### src/rtl/z80_bank_bridge.sv
// Bridges Z80 memory cycles into a banked window on a 68k bus: a 9-bit shift
// bank register plus an arbitrate/own/cycle/release sequence with DTACK timeout.
module z80_bank_bridge (
    input  logic        MCLK,
    input  logic        SRES,
    input  logic        z_req,
    input  logic        z_wr,
    input  logic [15:0] z_addr,
    input  logic [7:0]  z_wdata,
    output logic        z_wait,
    output logic [7:0]  z_rdata,
    output logic        z_done,
    output logic [8:0]  bank,
    output logic        m_br,
    input  logic        m_bg,
    output logic        m_bgack,
    output logic        m_as,
    output logic        m_uds,
    output logic        m_lds,
    output logic        m_rw,
    output logic [22:0] m_addr,
    output logic [15:0] m_wdata,
    input  logic [15:0] m_rdata,
    input  logic        m_dtack,
    output logic        timeout
);

    localparam int unsigned BANK_W = 9;
    localparam int unsigned BYTE_ADDR_W = 24;
    localparam int unsigned CNT_W = 8;

    typedef enum logic [2:0] {IDLE, REQ, OWN, CYC, REL} state_t;

    state_t                   state_q, state_d;
    logic [CNT_W-1:0]         cnt_q, cnt_d;
    logic [BANK_W-1:0]        bank_q, bank_d;
    logic [7:0]               rdata_q, rdata_d;
    logic [BYTE_ADDR_W-1:0]   baddr_q, baddr_d;
    logic                     wr_q, wr_d;
    logic [7:0]               wdata_q, wdata_d;
    logic                     done_q, done_d;
    logic                     tmo_q, tmo_d;
    logic                     wait_q, wait_d;
    logic                     br_q, br_d;
    logic                     bgack_q, bgack_d;
    logic                     as_q, as_d;
    logic                     uds_q, uds_d;
    logic                     lds_q, lds_d;
    logic                     rw_q, rw_d;
    logic [22:0]              maddr_q, maddr_d;
    logic [15:0]              mwdata_q, mwdata_d;
    logic                     busy_d;

    // Next state, latched transaction fields and registered bus outputs.
    always_comb begin
        state_d = state_q;
        cnt_d   = cnt_q;
        bank_d  = bank_q;
        rdata_d = rdata_q;
        baddr_d = baddr_q;
        wr_d    = wr_q;
        wdata_d = wdata_q;
        done_d  = 1'b0;
        tmo_d   = 1'b0;

        unique case (state_q)
            IDLE: begin
                if (z_req) begin
                    if (z_addr[15]) begin
                        state_d = REQ;
                        baddr_d = {bank_q, z_addr[14:0]};
                        wr_d    = z_wr;
                        wdata_d = z_wdata;
                    end else if (z_wr && (z_addr[15:8] == 8'h60)) begin
                        bank_d = {z_wdata[0], bank_q[8:1]};
                        done_d = 1'b1;
                    end
                end
            end
            REQ: begin
                if (m_bg) state_d = OWN;
            end
            OWN: begin
                state_d = CYC;
                cnt_d   = '0;
            end
            CYC: begin
                cnt_d = cnt_q + CNT_W'(1);
                // DTACK takes priority over a timeout in the same cycle
                if (m_dtack) begin
                    if (!wr_q) rdata_d = baddr_q[0] ? m_rdata[7:0] : m_rdata[15:8];
                    state_d = REL;
                end else if (cnt_q == 8'hFF) begin
                    tmo_d = 1'b1;
                    if (!wr_q) rdata_d = 8'hFF;
                    state_d = REL;
                end
            end
            REL: begin
                state_d = IDLE;
                done_d  = 1'b1;
            end
            default: state_d = IDLE;
        endcase

        busy_d   = (state_d != IDLE);
        wait_d   = busy_d;
        br_d     = (state_d == REQ);
        bgack_d  = (state_d == OWN) || (state_d == CYC) || (state_d == REL);
        as_d     = (state_d == CYC);
        uds_d    = (state_d == CYC) && !baddr_d[0];
        lds_d    = (state_d == CYC) && baddr_d[0];
        rw_d     = busy_d && !wr_d;
        maddr_d  = busy_d ? baddr_d[23:1] : 23'd0;
        mwdata_d = (busy_d && wr_d) ? {wdata_d, wdata_d} : 16'd0;
    end

    always_ff @(posedge MCLK) begin
        if (SRES) begin
            state_q  <= IDLE;
            cnt_q    <= '0;
            bank_q   <= '0;
            rdata_q  <= '0;
            baddr_q  <= '0;
            wr_q     <= 1'b0;
            wdata_q  <= '0;
            done_q   <= 1'b0;
            tmo_q    <= 1'b0;
            wait_q   <= 1'b0;
            br_q     <= 1'b0;
            bgack_q  <= 1'b0;
            as_q     <= 1'b0;
            uds_q    <= 1'b0;
            lds_q    <= 1'b0;
            rw_q     <= 1'b0;
            maddr_q  <= '0;
            mwdata_q <= '0;
        end else begin
            state_q  <= state_d;
            cnt_q    <= cnt_d;
            bank_q   <= bank_d;
            rdata_q  <= rdata_d;
            baddr_q  <= baddr_d;
            wr_q     <= wr_d;
            wdata_q  <= wdata_d;
            done_q   <= done_d;
            tmo_q    <= tmo_d;
            wait_q   <= wait_d;
            br_q     <= br_d;
            bgack_q  <= bgack_d;
            as_q     <= as_d;
            uds_q    <= uds_d;
            lds_q    <= lds_d;
            rw_q     <= rw_d;
            maddr_q  <= maddr_d;
            mwdata_q <= mwdata_d;
        end
    end

    assign z_wait  = wait_q;
    assign z_rdata = rdata_q;
    assign z_done  = done_q;
    assign bank    = bank_q;
    assign m_br    = br_q;
    assign m_bgack = bgack_q;
    assign m_as    = as_q;
    assign m_uds   = uds_q;
    assign m_lds   = lds_q;
    assign m_rw    = rw_q;
    assign m_addr  = maddr_q;
    assign m_wdata = mwdata_q;
    assign timeout = tmo_q;

endmodule
### config.mk
export PLATFORM = sky130hd
export DESIGN_NAME = z80_bank_bridge
export DESIGN_NICKNAME = d
export VERILOG_FILES = /design/src/rtl/z80_bank_bridge.sv
export SDC_FILE = /design/constraint.sdc
export NUM_CORES = 1
export LEC_CHECK = 0
export ABC_AREA = 1
export CORE_AREA = 5 5 74 109
export DETAILED_ROUTE_END_ITERATION = 12
export DIE_AREA = 0 0 79 114
export DONT_BUFFER_PORTS = 1
export GPL_ROUTABILITY_DRIVEN = 0
export PLACE_DENSITY = 0.68
export SLEW_MARGIN = 10
export SYNTH_ARGS = -nofsm -noshare
export SYNTH_HDL_FRONTEND = slang
export SYNTH_SLANG_ARGS = --single-unit
export TNS_END_PERCENT = 100
### constraint.sdc
create_clock -name MCLK -period 2.3 [get_ports MCLK]
set_input_delay 0.46 -clock MCLK [delete_from_list [all_inputs] [get_ports MCLK]]
set_output_delay 0.46 -clock MCLK [all_outputs]
set_load 0.005 [all_outputs]
==> summary.md <==
| Metric | Value |
|---|---|
| Period utilization | 74.09% |
| DRT iter0 DRCs | 170 |
| Synth top cells by count | dfxtp_1 (101), nor2_1 (92), nand2_1 (77) |
| TritonCTS clock tree | yes |
| Dominant cell by count in the synthesized netlist | dfxtp_1 |
| Gate Count Post-Synth | 442 |
| Fillers | 673 |
| Post-synth top area cell | dfxtp_1 |
| EDFF count, synth | 0 |
| Vias in the first global route | 2,602 |
| Syn_nets | 489 |
| Slowest-stage cell, CP | dfxtp_1 |
| First-pass GRT wire length | 12.44 mm |
| Max-slew violations | 0 |
| Synth warn | 0 |
| Slew @ Worst Pin | 459.8 ps |
| Worst Setup SP | cnt_q[0]$_SDFFE_PP0P_ |
| CP peak stage delay | 410 ps |
| Dpl cell area | 3691 sq um |
| Synth Flop Type | dfxtp_1 |
| Routed Wire Length | 7.467 mm |
| Final ANT Viol Nets | 0 |
| CTS Sinks | 101 |
| Final core occ | 54.82% |
| Worst path arrival time | 1950 ps |
| Crit path top cell by count | nand2_1 |
| Power Density | 823.9 nW/um^2 |
| Non-filler cells, final | 517 |
| Routed len/inst | 14.44 um |
| Sequential Power Share | 57.8% |
| Share of the yosys chip area belonging to registers | 54.47% |
| TritonRoute pass-1 iters | 4 |
| Grt ovf | 0 |
| DR vias/cell | 5.106 |
| Peak fanout along the critical path | 18 |
| Synth area leaders | dfxtp_1 (54%), nor2_1 (9.3%), nand2_1 (7.8%) |
| Post-CTS setup buffer count | 0 |
| Asr flop ratio synth | 0% |
| Hold wc startpoint | SRES |
| Placed instance count | 502 |
| Final nets | 480 |
| Seq cells post-synth | 101 |
| CP Cell Sequence | ha_1 -> inv_1 -> nor2_1 -> nand2_1 -> nand2_1 -> nand2_1 -> nand2_2 -> nand4_4 -> nand2_4 -> nor2_1 |
| Post-Syn Area | 3712 sq um |
| # IOs | 111 |
| Final Hold Fails | 0 |
| Via count | 2,640 |
| # DRC | 0 |
| Largest net degree at the start of global routing | 43 |
| Total negative setup slack | 0 ps |
| Clock power frac | 34.6% |
| Worst r2r src | cnt_q[0]$_SDFFE_PP0P_ |
| Max Freq | 586.8 MHz |
| Tot GR Track Use | 17.95% |
| Layout cell share with drive strength beyond 1 | 9.382% |
| Startpoint Class | flip-flop |
| Internal | 2452 uW |
| Row Count | 38 |
| Status | finished, final reports clean |
| Area grow syn2layout | 4.617% |
| Total CTS buffers | 9 |
| Setup Skew | 11.29 ps |
| Root Buffer | clkbuf_8 |
| Worst Hold Slack | 148.6 ps |
| Buffers added on ports | 0 |
| Avg Cell Area, Syn | 8.399 sq um |
| Hold_buf cts | 0 |
| Maximum vdd drop | 0.4666 mV |
| Die height | 114 um |
| Kind of critical path | flip-flop to flip-flop |
| Final Cell Area | 3884 sq um |
| Latest clock arrival within the worst-skew pair | 370 ps |
| Buf+Inv Stages, Crit Path | 1 |
| Required time of the critical path | 2540 ps |
| Yosys cell types | 32 |
| Net Sw Frac | 23.36% |
| Leakage power | 0.001755 uW |
| Initial Utilization | 52.40% |
| Die Wd | 79 um |
| Worst Hold Class | primary input to flip-flop |
| Reg clk slew, reported paths | 90 ps |
| H-tree depth | 3 |
| Die area | 9006 sq um |
| Flop-to-flop setup slack | 600 ps |
| CTS Buffer Depth | 2 |
| Setup violations, final | 0 |
| Initial antenna violation count | 0 |
| Maxcap violations | 0 |
| Delay-heaviest family, CP | simple AND/OR/NAND/NOR gates |
| Top cell type's share of synthesized area | 54.47% |
| Slew HR | 69.02% |
| Sw power | 747.5 uW |
| Combinational power share | 7.6% |
| Core Footprint | 7084 sq um |
| DP Wirelength | 5.494 mm |
| RSZ-0062 raised after global routing | false |
| Tmin final | 1704 ps |
| Antenna cells | 0 |
| Cts repair resizes | 0 |
| Endpoint class of the critical path | flip-flop |
power groups by stage:
stage	Combinational (uW)	Sequential, uW	Clock, uW
after CTS	247	1850	1140
final	242	1850	1110
after global placement	241	1890	0
after global routing	277	1860	1230
after detailed placement	246	1890	0
after floorplan	230	1880	0
sequential cells by signal (all words and copies together) (netlist names), 3 cells and up:
name / cells
cnt_q: 8
bank: 9
state_q: 3
wdata_q: 8
z_rdata: 8
baddr_q: 24
m_wdata: 8
m_addr: 23
path summary, 6_finish.rpt:
path / cells after the start / end
max: 10 / m_addr[13]$_SDFF_PP0_
max reg2reg: 10 / m_addr[13]$_SDFF_PP0_
min reg2reg: 2 / z_rdata[5]$_SDFFE_PP0P_
min: 1 / z_rdata[5]$_SDFFE_PP0P_
logic make-up (layout without fill, tap and decap cells):
group | Yosys count | after routing | share of synthesized area (%)
compound gates | 38 | 38 | 5.224
xor+xnor | 1 | 1 | 0.2360
fa+ha+maj | 1 | 1 | 0.3370
buf+inv | 68 | 63 | 8.494
flops | 101 | 101 | 54.47
mux | 15 | 15 | 4.044
simple gates | 218 | 218 | 27.20
layer usage:
metal  GRT usage, %  vias up  routed length [um]
li1               -     1345                   -
met1          20.77     1203                2968
met2          28.23       68                3752
met3          4.976       24                 400
met4          12.84        0                 346
met5              0        -                   0
worst reg2reg max path, delay by kind of cell, from the launching register on:
family	cells	cell delay, ps
buffers and inverters	1	60
adders and majority gates	1	190
DFF	1	410
and+or+nand+nor	8	940
final cells by class:
class / instances / area, sq um / area share (%)
multi-input combinational: 273 / 1375 / 35.41
timing repair buffer: 3 / 22.52 / 0.5799
clock inverter: 1 / 30.03 / 0.7732
inverter: 45 / 171.4 / 4.414
sequential: 101 / 2022 / 52.06
clock buffer: 14 / 162.7 / 4.188
tap: 80 / 100.1 / 2.577
through the flow:
stage / total power (uW) / setup WS, ps
6_report: 3200 / 595.9
3_3_place_gp: 2133 / 681.7
2_1_floorplan: 2109 / 805.7
4_1_cts: 3243 / 585.3
3_5_place_dp: 2138 / 603.0
5_1_grt: 3366 / 366.4
placed cells by master, fill, tap and decap left out:
master     instances
buf_4              3
and3_1             1
mux2i_1           15
nand2_1           77
nand3_1           20
a21oi_1           15
ha_1               1
a211oi_1           1
nor3_4             1
nand2_4            2
clkinv_1           2
nor4_1             3
inv_4              1
nor2_2             2
nor2_4            10
nor3_1             4
nand4_4            1
o21ai_0           18
nor2_1            92
xnor2_1            1
inv_2              5
clkbuf_1           3
clkbuf_8          11
nand4_1            1
dfxtp_1          101
o21ai_1            3
a31oi_1            1
bufinv_16          1
nor2_8             1
nand2_2            3
inv_1             37
No activity file was read; power rests on OpenSTA's default activity.
